File: src/rtl/f1_race_sequencer.sv
// F1 reaction-timer sequencer: start lights, random hold, reaction timing.
// All outputs registered; prescalers restart on entry to the states that use them.
module f1_race_sequencer #(
  parameter int TICK_DIV      = 25_000_000,
  parameter int MS_DIV        = 50_000,
  parameter int N_LIGHTS      = 5,
  parameter int DELAY_BASE_MS = 200,
  parameter int DELAY_STEP_MS = 8,
  parameter int RT_MAX        = 9999,
  parameter int RT_W          = 14
) (
  input  logic            sysclk,
  input  logic            rst_n,
  input  logic            start,
  input  logic            react,
  output logic [9:0]      ledr,
  output logic            busy,
  output logic            jump_start,
  output logic [RT_W-1:0] result,
  output logic            result_valid
);

  localparam int TW = $clog2(TICK_DIV);
  localparam int MW = $clog2(MS_DIV);
  localparam int LW = 4;

  typedef enum logic [2:0] {
    IDLE, LIGHTS, HOLD, TIMING, DONE, FAULT
  } state_t;

  state_t          state, state_nx;
  logic [TW-1:0]   tick_cnt;
  logic [MW-1:0]   ms_cnt;
  logic [6:0]      lfsr;
  logic [LW-1:0]   lit, lit_nx;
  logic [15:0]     delay, delay_nx;
  logic [RT_W-1:0] rt, rt_nx;
  logic [RT_W-1:0] result_nx;
  logic [9:0]      ledr_nx;
  logic            valid_nx;
  logic            tick, ms, enter;

  function automatic logic [9:0] bar(input logic [LW-1:0] n);
    logic [10:0] one_hot;
    one_hot = 11'd1 << n;
    return 10'(one_hot - 11'd1);
  endfunction

  assign tick  = tick_cnt == TW'(TICK_DIV - 1);
  assign ms    = ms_cnt == MW'(MS_DIV - 1);
  assign enter = state_nx != state;

  always_comb begin
    state_nx  = state;
    lit_nx    = lit;
    delay_nx  = delay;
    rt_nx     = rt;
    ledr_nx   = ledr;
    result_nx = result;
    valid_nx  = 1'b0;
    unique case (state)
      IDLE, DONE: begin
        if (start) begin
          state_nx  = LIGHTS;
          lit_nx    = LW'(1);
          ledr_nx   = bar(LW'(1));
          result_nx = '0;
        end
      end
      LIGHTS: begin
        if (react) begin
          state_nx  = FAULT;
          ledr_nx   = 10'h3FF;
          result_nx = '0;
        end else if (tick) begin
          if (lit < LW'(N_LIGHTS)) begin
            lit_nx  = lit + LW'(1);
            ledr_nx = bar(lit + LW'(1));
          end else begin
            state_nx = HOLD;
            delay_nx = 16'(DELAY_BASE_MS)
                     + 16'(DELAY_STEP_MS) * {9'd0, lfsr};
            ledr_nx  = bar(LW'(N_LIGHTS));
          end
        end
      end
      HOLD: begin
        if (react) begin
          state_nx  = FAULT;
          ledr_nx   = 10'h3FF;
          result_nx = '0;
        end else if (ms) begin
          if (delay <= 16'd1) begin
            state_nx = TIMING;
            ledr_nx  = '0;
            rt_nx    = '0;
          end else begin
            delay_nx = delay - 16'd1;
          end
        end
      end
      TIMING: begin
        if (react) begin
          state_nx  = DONE;
          result_nx = rt;
          valid_nx  = 1'b1;
        end else if (ms) begin
          // Reaching the ceiling ends the race as if the driver reacted.
          if (rt >= RT_W'(RT_MAX - 1)) begin
            state_nx  = DONE;
            result_nx = RT_W'(RT_MAX);
            valid_nx  = 1'b1;
          end else begin
            rt_nx = rt + RT_W'(1);
          end
        end
      end
      FAULT: begin
        if (start) begin
          state_nx  = LIGHTS;
          lit_nx    = LW'(1);
          ledr_nx   = bar(LW'(1));
          result_nx = '0;
        end else if (tick) begin
          ledr_nx = ~ledr;
        end
      end
      default: begin
        state_nx = IDLE;
        ledr_nx  = '0;
      end
    endcase
  end

  always_ff @(posedge sysclk or negedge rst_n) begin
    if (!rst_n) begin
      state        <= IDLE;
      tick_cnt     <= '0;
      ms_cnt       <= '0;
      lfsr         <= 7'h01;
      lit          <= '0;
      delay        <= '0;
      rt           <= '0;
      ledr         <= '0;
      busy         <= 1'b0;
      jump_start   <= 1'b0;
      result       <= '0;
      result_valid <= 1'b0;
    end else begin
      state        <= state_nx;
      lfsr         <= {lfsr[5:0], lfsr[6] ^ lfsr[5]};
      lit          <= lit_nx;
      delay        <= delay_nx;
      rt           <= rt_nx;
      ledr         <= ledr_nx;
      result       <= result_nx;
      result_valid <= valid_nx;
      busy         <= state_nx == LIGHTS || state_nx == HOLD
                   || state_nx == TIMING;
      jump_start   <= state_nx == FAULT;
      if ((enter && (state_nx == LIGHTS || state_nx == FAULT)) || tick)
        tick_cnt <= '0;
      else
        tick_cnt <= tick_cnt + TW'(1);
      if ((enter && (state_nx == HOLD || state_nx == TIMING)) || ms)
        ms_cnt <= '0;
      else
        ms_cnt <= ms_cnt + MW'(1);
    end
  end

endmodule

File: config.mk
export PLATFORM = sky130hd
export DESIGN_NAME = f1_race_sequencer
export DESIGN_NICKNAME = d
export VERILOG_FILES = /design/src/rtl/f1_race_sequencer.sv
export SDC_FILE = /design/constraint.sdc
export NUM_CORES = 1
export LEC_CHECK = 0
export CAP_MARGIN = 20
export CORE_MARGIN = 2
export CORE_UTILIZATION = 55
export DETAILED_ROUTE_END_ITERATION = 7
export GPL_TIMING_DRIVEN = 0
export MAX_ROUTING_LAYER = met4
export PLACE_DENSITY_LB_ADDON = 0.25
export SLEW_MARGIN = 20
export SYNTH_ARGS = -nofsm -noshare
export SYNTH_HDL_FRONTEND = slang
export SYNTH_SLANG_ARGS = --single-unit
File: constraint.sdc
create_clock -name sysclk -period 2.7 [get_ports sysclk]
set_clock_uncertainty 0.15 [all_clocks]
set_input_delay 0.405 -clock sysclk [delete_from_list [all_inputs] [get_ports sysclk]]
set_output_delay 0.405 -clock sysclk [all_outputs]
set_load 0.02 [all_outputs]
Word level (Yosys, flattened, before mapping)
Cells that the tools add are included.
- bits in registers: 112
- input bits: 4
- output and inout bits: 27
- add/subtract/negate cells: 7
- magnitude comparators: 3
- equal/unequal tests: 32
- shifts and indexed selects: 1
- multiplexer cells: 52
- bitwise logic cells: 3
- reduce and logical (&&, ||, !) cells: 21
- operators by type and width (cell ; count):
    $mux W14 ; 11
    $mux W16 ; 7
    $mux W10 ; 9
    $pmux W10 S5 ; 1
    $pmux W14 S3 ; 1
    $pmux W16 S2 ; 1
    $mux W3 ; 10
    $pmux W14 S2 ; 1
    $add A25 B1 Y25 const B ; 1
    $eq A25 B25 Y1 const B ; 1
    $mux W25 ; 1
    $ne A2 B2 Y1 const B ; 12
    $ne A3 B3 Y1 const B ; 6
    $add A16 B1 Y16 const B ; 1
    $eq A16 B16 Y1 const B ; 1
    $le A16 B1 Y1 const B ; 1
    $mux W4 ; 4
    $sub A16 B1 Y16 const B ; 1
    $add A14 B1 Y14 const B ; 1
    $ge A14 B14 Y1 const B ; 1
    $reduce_and A7 Y1 ; 2
    $eq A3 B2 Y1 const B ; 4
    $pmux W3 S4 ; 1
    $add A8 B10 Y11 const A ; 1
    22 further kinds ; 39

Depth between registers and ports, before layout
Gate-level depths: netlist (run 1).
- word-level depth: 10
- depth in mapped cells: 11
- mapped depth without buffers: 10

Worst setup path before layout (run 1)
OpenSTA, ideal clock, no wires.
- path kind: reg-to-reg
- start point: reg lit[0]
- end point: reg ledr[2]
- data arrival time: 2.278 ns
- data required time: 2.472 ns
- slack: 0.194 ns
- stages on the path, launching flop included: 10
- path buffers: 0
- period minus slack after synthesis: 2.506 ns
- cell sequence: dfrtp_1 > ha_1 > nand2_1 > o31ai_1 > nand2_1 > ha_1 > and3_1 > o21a_1 > o221a_2 > o2bb2ai_1
- word-level cells in the longest chain between the ends: 7
- ends and longest elaborated chain (what ; line ; text):
    start, declared ; 35 ; logic [LW-1:0] lit, lit_nx;
    start signal, assigned ; 152 ; lit <= lit_nx;
    $add A4 B1 Y4 ; 78 ; ledr_nx = bar(lit + LW'(1));
    $shl A1 B4 Y10 ; 45 ; one_hot = 11'd1 << n;
    $sub A10 B1 Y10 ; 46 ; return 10'(one_hot - 11'd1);
    $mux W10 * ; 76 ; if (lit < LW'(N_LIGHTS)) begin
    $mux W10 * ; 75 ; end else if (tick) begin
    $mux W10 * ; 71 ; if (react) begin
    $pmux W10 S5 * ; 61 ; unique case (state)
    end signal, assigned ; 155 ; ledr <= ledr_nx;
    end, declared ; 16 ; output logic [9:0] ledr,
Every way passes the cells marked *; elsewhere a longest branch is shown, timed or not. The select of a mux whose other input is x is not followed.
A chain may end at the register's enable or synchronous reset.

Final worst setup path (run 1)
- start point: reg delay[8]
- end point: reg tick_cnt[13]
- word-level cells in the longest chain between the ends: 10
- ends and longest elaborated chain (what ; line ; text):
    start, declared ; 36 ; logic [15:0] delay, delay_nx;
    start signal, assigned ; 153 ; delay <= delay_nx;
    $le A16 B1 Y1 * ; 93 ; if (delay <= 16'd1) begin
    $mux W3 * ; 93 ;
    $mux W3 * ; 92 ; end else if (ms) begin
    $mux W3 * ; 88 ; if (react) begin
    $pmux W3 S4 * ; 61 ;
    $eq A3 B1 Y1 / $eq A3 B3 Y1 (equally long branches) ; 161 ; if ((enter && (state_nx == LIGHTS || state_nx == FAULT)) || tick)
    $logic_or A1 B1 Y1 ; 161 ;
    $logic_and A1 B1 Y1 * ; 161 ;
    $logic_or A1 B1 Y1 * ; 161 ;
    $mux W25 * ; 161 ;
    end signal, assigned ; 164 ; tick_cnt <= tick_cnt + TW'(1);
    end, declared ; 32 ; logic [TW-1:0] tick_cnt;
Every way passes the cells marked *; elsewhere a longest branch is shown, timed or not.

==> results of run 1 <==
==> cell type report <==
cell class              instances  area share
flip-flops and latches        112      0.3866
clock buffers                  13     0.03584
clock inverters                 3    0.008959
inverters                      11    0.005686
repair buffers                 39     0.05393
well taps                     143     0.02464
plain buffers                  28     0.01826
multi-input cells             519      0.4661
==> worst max-delay path, cell delays in order, from the launching register on <==
cell and delay (ns):
dfrtp_2 0.44, or3_4 0.41, or4_4 0.46, nor4_4 0.30, a31oi_1 0.14, a211oi_4 0.22
buf_4 0.18, buf_6 0.14, nor3_1 0.06
==> power by group through the flow <==
stage	logic, W	clock network (W)	registers (W)
after global placement	0.000418	0	0.00181
after floorplan	0.000177	0	0.00186
after CTS	0.000449	0.00149	0.00178
final	0.000453	0.00147	0.00178
after global routing	0.000488	0.00156	0.00178
after detailed placement	0.000431	0	0.00181
==> metrics by stage <==
| step | TNS, ns | hold WS, ns | area [um2] |
|---|---|---|---|
| after floorplan | 0 | -0.04059 | 6276 |
| after global placement | -356.00 | 0.2430 | 6755 |
| after detailed placement | -4.880 | 0.2224 | 6784 |
| after CTS | 0 | 0.2594 | 7162 |
| after global routing | -0.02291 | 0.2707 | 7262 |
| final | 0 | 0.2518 | 7262 |
==> how the worst min path moves through the flow <==
stage	endpoint	slack, ns	cells past startpoint
after global placement	lfsr[2]	0.24	0
after CTS	lfsr[2]	0.26	0
after global routing	lfsr[2]	0.27	0
final	lfsr[2]	0.25	0
after detailed placement	ledr[9]	0.22	1
after floorplan	busy	-0.04	0
==> cells in the mapped netlist (all sizes together), types with 4 or more instances <==
cell and count:
nor2b 5, ha 15, o31ai 13, nor3b 5
dfrtp 111, nor2 64, a32o 6, nand2b 5
clkbuf 22, o2bb2ai 10, and2 5, nand3 45
xnor2 19, or4 7, a31oi 7, nand4 16
xor2 30, a21boi 4, and4 6, nor4 11
buf 9, o21ai 63, o21a 6, inv 11
a211oi 4, nand2 43, o211ai 7, a21oi 31
nor3 27, and3 19, or3 12, or2 4
==> cell usage in the layout, fill, tap and decap left out, types with 5 or more instances in the layout <==
cell type          n
nor3_1            24
o21a_1             5
buf_4              7
nand4_1           16
or4_1              6
nand2_1           43
buf_2              6
a31oi_1            6
clkbuf_16          9
xor2_1            30
inv_1             11
nor2b_1            5
nor2_1            63
o211ai_1           7
dfrtp_1          108
nand3_1           45
a21oi_1           29
a32o_1             6
xnor2_1           19
clkdlybuf4s50_1   29
or3_1             10
ha_1              13
o31ai_1           12
nor4_1             8
clkbuf_1          17
and4_1             6
o21ai_0           61
o2bb2ai_1         10
and3_1            19
==> cells by family (layout without fill, tap and decap cells) <==
kind of cell               count (synthesis)  in the layout  share of synthesized area
xor gates and xnor gates                  49             49                    0.06838
AOI/OAI and AO/OA                        169            169                     0.1740
muxes                                      1              1                   0.001794
DFF                                      112            112                     0.4468
and+or+nand+nor                          285            285                     0.2504
adders and majority gates                 15             15                    0.02990
buffers and inverters                     42             94                    0.02871
==> per-layer routing <==
| metal | track usage | routed length [um] | vias to the layer above |
|---|---|---|---|
| met2 | 0.4106 | 7356 | 199 |
| met1 | 0.3306 | 6739 | 2673 |
| met3 | 0.05741 | 820 | 25 |
| met5 | - | 0 | - |
| li1 | - | - | 2571 |
| met4 | 0.08000 | 251 | 0 |
==> registers in the layout, indices dropped and copies added, names as in the netlist <==
register,count
ms_cnt,16
state,3
result_valid,1
busy,1
result,14
lit,4
lfsr,7
ledr,10
rt,14
delay,16
tick_cnt,25
jump_start,1
==> repair_timing <==
action,4_1_cts,5_1_grt
buffers inserted,3,4
hold buffers,1,0
pin swaps,1,3
endpoints found under the setup margin,49,65
gates resized for setup,7,27
hold endpoints to repair,45,0
==> out/metrics.cfg, run 1 <==
[power_and_ir_drop]
p_per_area_nw_per_um2=509.1
sw_frac_of_total=0.2491
clkPwrFrac=0.397
p_comb_frac=0.122
power_w=0.003697
vdd_drop_max_mv=0.5933
power.leakage_nw=3.023
intPower_w=0.002776
p_switching_w=0.0009208
p_seq_frac=0.481

[worst_setup_path]
arrival_ns=2.70
cp-end-kind=flop
cp-startpoint=delay[8]
worstSetupPathType=reg2reg
reg2reg_depth=8
reg2reg_slack_ns=0.08
crit_path_end=tick_cnt[13]
reg2reg_to=tick_cnt[13]
cp.required_ns=2.79
worst_setup_path_start_kind=flop
worstReg2RegStart=delay[8]
path_max_fanout=10

[synth]
yosys_warnings=0
synthTopCellsByArea=dfrtp_1 (44%), o21ai_0 (4.9%), xor2_1 (4.2%), nor2_1 (3.8%), nand3_1 (3.6%)
synthArstFlopShare=1.000
synth_cells=673
yosys.area.top_type_share=0.4426
syn_nets=692
avgSynthCellArea_um2=9.325
synth-seq-cells=112
syn_area_um2=6276
synth_top_cell_by_area=dfrtp_1
yosysSeqAreaShare=0.4468
ys_types=64
synth_edf_count=0
synth_ff_type=dfrtp_1

[global_route]
grt_pass1_wl_um=25400
grt_max_degree=67
grt_use_total=0.2572
grt_pass1_vias=5269
antenna_found_initial=0
overflow=0

[placed_design]
gp_congestion=0.9277
pre_cts_slack_ns=-0.1642
hpwl_um=10420
io_buffers=30
dp.cells=847

[sta]
fin_crit_ns=2.616
fin_crit_sh=0.9688
max-slew-margin-rel=0.5920
fmaxAchievable_mhz=382.3
setup_ws_ns=0.08424
hold_violations=0
slew_viol_final=0
setup_viol=0
worst-slew-pin-transition_ns=0.6064

[cells_and_area]
final_net_count=739
fin_util=0.6442
nFillCells=902
multi_input_area_um2=3385
stdcell_count=868
area_growth_syn_to_layout_pct=15.71
sequential_cell_area_um2=2808
antenna_cells=0
layout-drive-gt1-share=0.1048

[outcome]
status=finished, final reports clean

[worst_hold_path]
min_path_type=reg2reg
hold_start=lfsr[1]

[drt]
ant_nets=0
num_vias=5468
wirelength_um=15170
post-route-drc-count=0
firstDrtPassIters=6
wl_per_cell_um=17.47
drtIter0Drc=473
via_per_inst=6.300

[die]
initial_utilization=0.5568
die_area_um2=12280
coreArea_um2=11270
io_pins=31
rows=39
die_y_um=110.8
die_w_um=110.8

[cts]
clk_latency_ns=0.36
cts_root_buf=clkbuf_16
cts.sinks=112
cts_buffers=9
htreeDepth=3
clk_path_buf_depth=2
cts_tree=built
clk_pin_slew_ns=0.07

[run]
maxCapViolations=0

Power figures use the tool's default switching activity.
==> inputs of run 2 (changes only) <==
Settings changed: CORE_UTILIZATION 55 to 58, DONT_BUFFER_PORTS set to 1, SLEW_MARGIN 20 to 5.
==> out/metrics.cfg, run 2 (synthesized netlist as in run 1, its figures left out) <==
[cells_and_area]
antenna_cells=0  ; unchanged
final_net_count=707  ; -4.3%
nFillCells=824  ; -8.6%
stdcell_count=829  ; -4.5%
multi_input_area_um2=3372  ; -0.37%
design_area_um2=6765  ; -6.8%
sequential_cell_area_um2=2806  ; about the same
mostFrequentLayoutCells=dfrtp_1 (109), nor2_1 (64), o21ai_0 (61)
layout-drive-gt1-share=0.1053  ; +0.0005115
area_growth_syn_to_layout_pct=7.795
largest_reg_flops=25  ; unchanged
largest_registers=tick_cnt x25, delay x16, ms_cnt x16
largest_register=tick_cnt
mostFrequentLayoutCell=dfrtp_1

[cts]
clk_pin_slew_ns=0.11  ; +0.04 ns
cts_root_buf=clkbuf_8
htreeDepth=3  ; unchanged
clk_latency_ns=0.38  ; +0.02 ns
cts_buffers=9  ; unchanged
cts.sinks=112  ; unchanged
clk_path_buf_depth=2  ; unchanged
cts_tree=built

[worst_setup_path]
path_max_fanout=6  ; -4
crit_family=simple AND/OR/NAND/NOR gates
arrival_ns=2.79  ; +0.09 ns
crit_buf_inv=2  ; unchanged
worst_setup_path_start_kind=flop
worstSetupPathType=reg2reg
cp.required_ns=2.79  ; about the same
reg2reg_slack_ns=-0.003  ; -0.09 ns
path_common_cell=buf_6
reg2reg_to=tick_cnt[16]
reg2reg_depth=8  ; unchanged
cp-end-kind=flop
cpPeakStageDelay_ns=0.46  ; about the same
cp_slowest_cell=or4_4
worstReg2RegStart=delay[8]
path_cells=or3_4 > or4_4 > nor4_4 > a31oi_2 > a211oi_4 > buf_6 > buf_6 > nor3_1

[die]
die_area_um2=11670  ; -5.0%
coreArea_um2=10420  ; -7.6%
die_y_um=108.0  ; -2.5%
die_w_um=108.0  ; -2.5%
io_pins=31  ; unchanged
rows=37  ; -5.1%
initial_utilization=0.6025  ; +0.04575

[power_and_ir_drop]
p_per_area_nw_per_um2=452.4  ; -11%
power_w=0.003060  ; -17%
vdd_drop_max_mv=0.2679  ; -55%
power.leakage_nw=2.839  ; -6.1%

[sta]
whs_ns=-0.4404  ; -0.6923 ns
tns_ns=-0.002510  ; -0.002510 ns
worst-slew-pin-transition_ns=0.6165  ; +0.01008 ns
fin_crit_ns=2.703  ; +0.08675 ns
max-slew-margin-rel=0.5852  ; -0.006783
fmaxAchievable_mhz=370.0  ; -3.2%
hold_violations=112  ; +112
fin_crit_sh=1.001  ; +0.03213
slew_viol_final=0  ; unchanged
rsz0062_at_grt=true
setup_viol=1  ; +1
setup_ws_ns=-0.002510  ; -0.08675 ns

[placed_design]
dp.cells=809  ; -4.5%
placed_area_um2=6446  ; -5.0%
io_buffers=0  ; -100%
hpwl_um=9966  ; -4.4%
gp_congestion=0.8843  ; -4.7%

[drt]
drtIter0Drc=539  ; +14%
ant_nets=0  ; unchanged
firstDrtPassIters=5  ; -1
via_per_inst=6.381  ; +1.3%
post-route-drc-count=0  ; unchanged
num_vias=5290  ; -3.3%
wl_per_cell_um=17.51  ; +0.19%
wirelength_um=14510  ; -4.3%

[global_route]
grt_max_degree=113  ; +69%
grt_pass1_vias=4992  ; -5.3%
grt_pass1_wl_um=23970  ; -5.6%
grt_use_total=0.2631  ; +0.005918
overflow=0  ; unchanged
antenna_found_initial=0  ; unchanged

[run]
maxCapViolations=0  ; unchanged

[outcome]
violations=negative hold slack, negative setup slack
status=finished with violations

[worst_hold_path]
min_path_type=in2async

-- run 2: changes by cell type in the layout (fill, tap and decap cells not counted), moves of 2 or more --
cell	delta
bufinv_16	-2
nor3_2	+2
clkbuf_16	-9
buf_4	-2
clkbuf_8	+8
clkdlybuf4s50_1	-29
clkinv_4	+2
-- run 2: worst max-delay path by stage --
stage	endpoint	cells past startpoint	slack [ns]	start
2_1_floorplan	ledr[2]	9	0.19	lit[0]
3_3_place_gp	ledr[4]	7	-0.11	state[2]
3_5_place_dp	busy	9	-0.20	rt[0]
4_1_cts	delay[12]	7	0.02	delay[0]
5_1_grt	tick_cnt[15]	8	-0.11	delay[8]
6_report	tick_cnt[16]	8	-0.003	delay[8]
-- run 2: layer usage --
metal  vias to the layer above  track usage  wire length, um
li1                       2510            -                -
met1                      2588       0.3540             6625
met2                       174       0.4146             6905
met3                        18      0.03737              738
met4                         0      0.08425              244
met5                         -            -                0
-- run 2: through the flow --
step | util | worst slack (ns) | hold WS [ns]
final | 0.6495 | -0.002510 | -0.4404
after global routing | 0.6495 | -0.1070 | -0.4727
after CTS | 0.6398 | 0.02343 | -0.4609
after detailed placement | 0.6189 | -0.1982 | -0.03829
after global placement | 0.6189 | -0.1142 | -0.03842
after floorplan | - | 0.1939 | -0.04059
-- run 2: final cells by class --
cell class	instances	share of cell area
plain buffers	28	0.01979
clock buffers	10	0.02034
clock inverters	6	0.006473
inverters	11	0.006103
multi-input cells	519	0.4984
flip-flops and latches	112	0.4148
well taps	136	0.02515
repair buffers	7	0.008877
-- run 2: repair_timing --
item / 4_1_cts / 5_1_grt
gates resized for setup: 6 / 24
buffers inserted: 2 / 4
endpoints found under the setup margin: 46 / 65
cloned: 0 / 1
endpoints found under the hold margin: 112 / 112
pin swaps: 1 / 5
-- run 2: report_power, final --
part	switching, W	internal, W	total, W
Sequential	0.000111	0.00173	0.00184
Combinational	0.000165	0.000103	0.000268
Clock	0.000587	0.000365	0.000952
Total	0.000862	0.00220	0.00306
==> inputs of run 3 (changes only) <==
Settings changed: CTS_CLUSTER_DIAMETER set to 120.
==> results of run 3 <==
Final layout, timing and power as in run 2 (identical DEF).
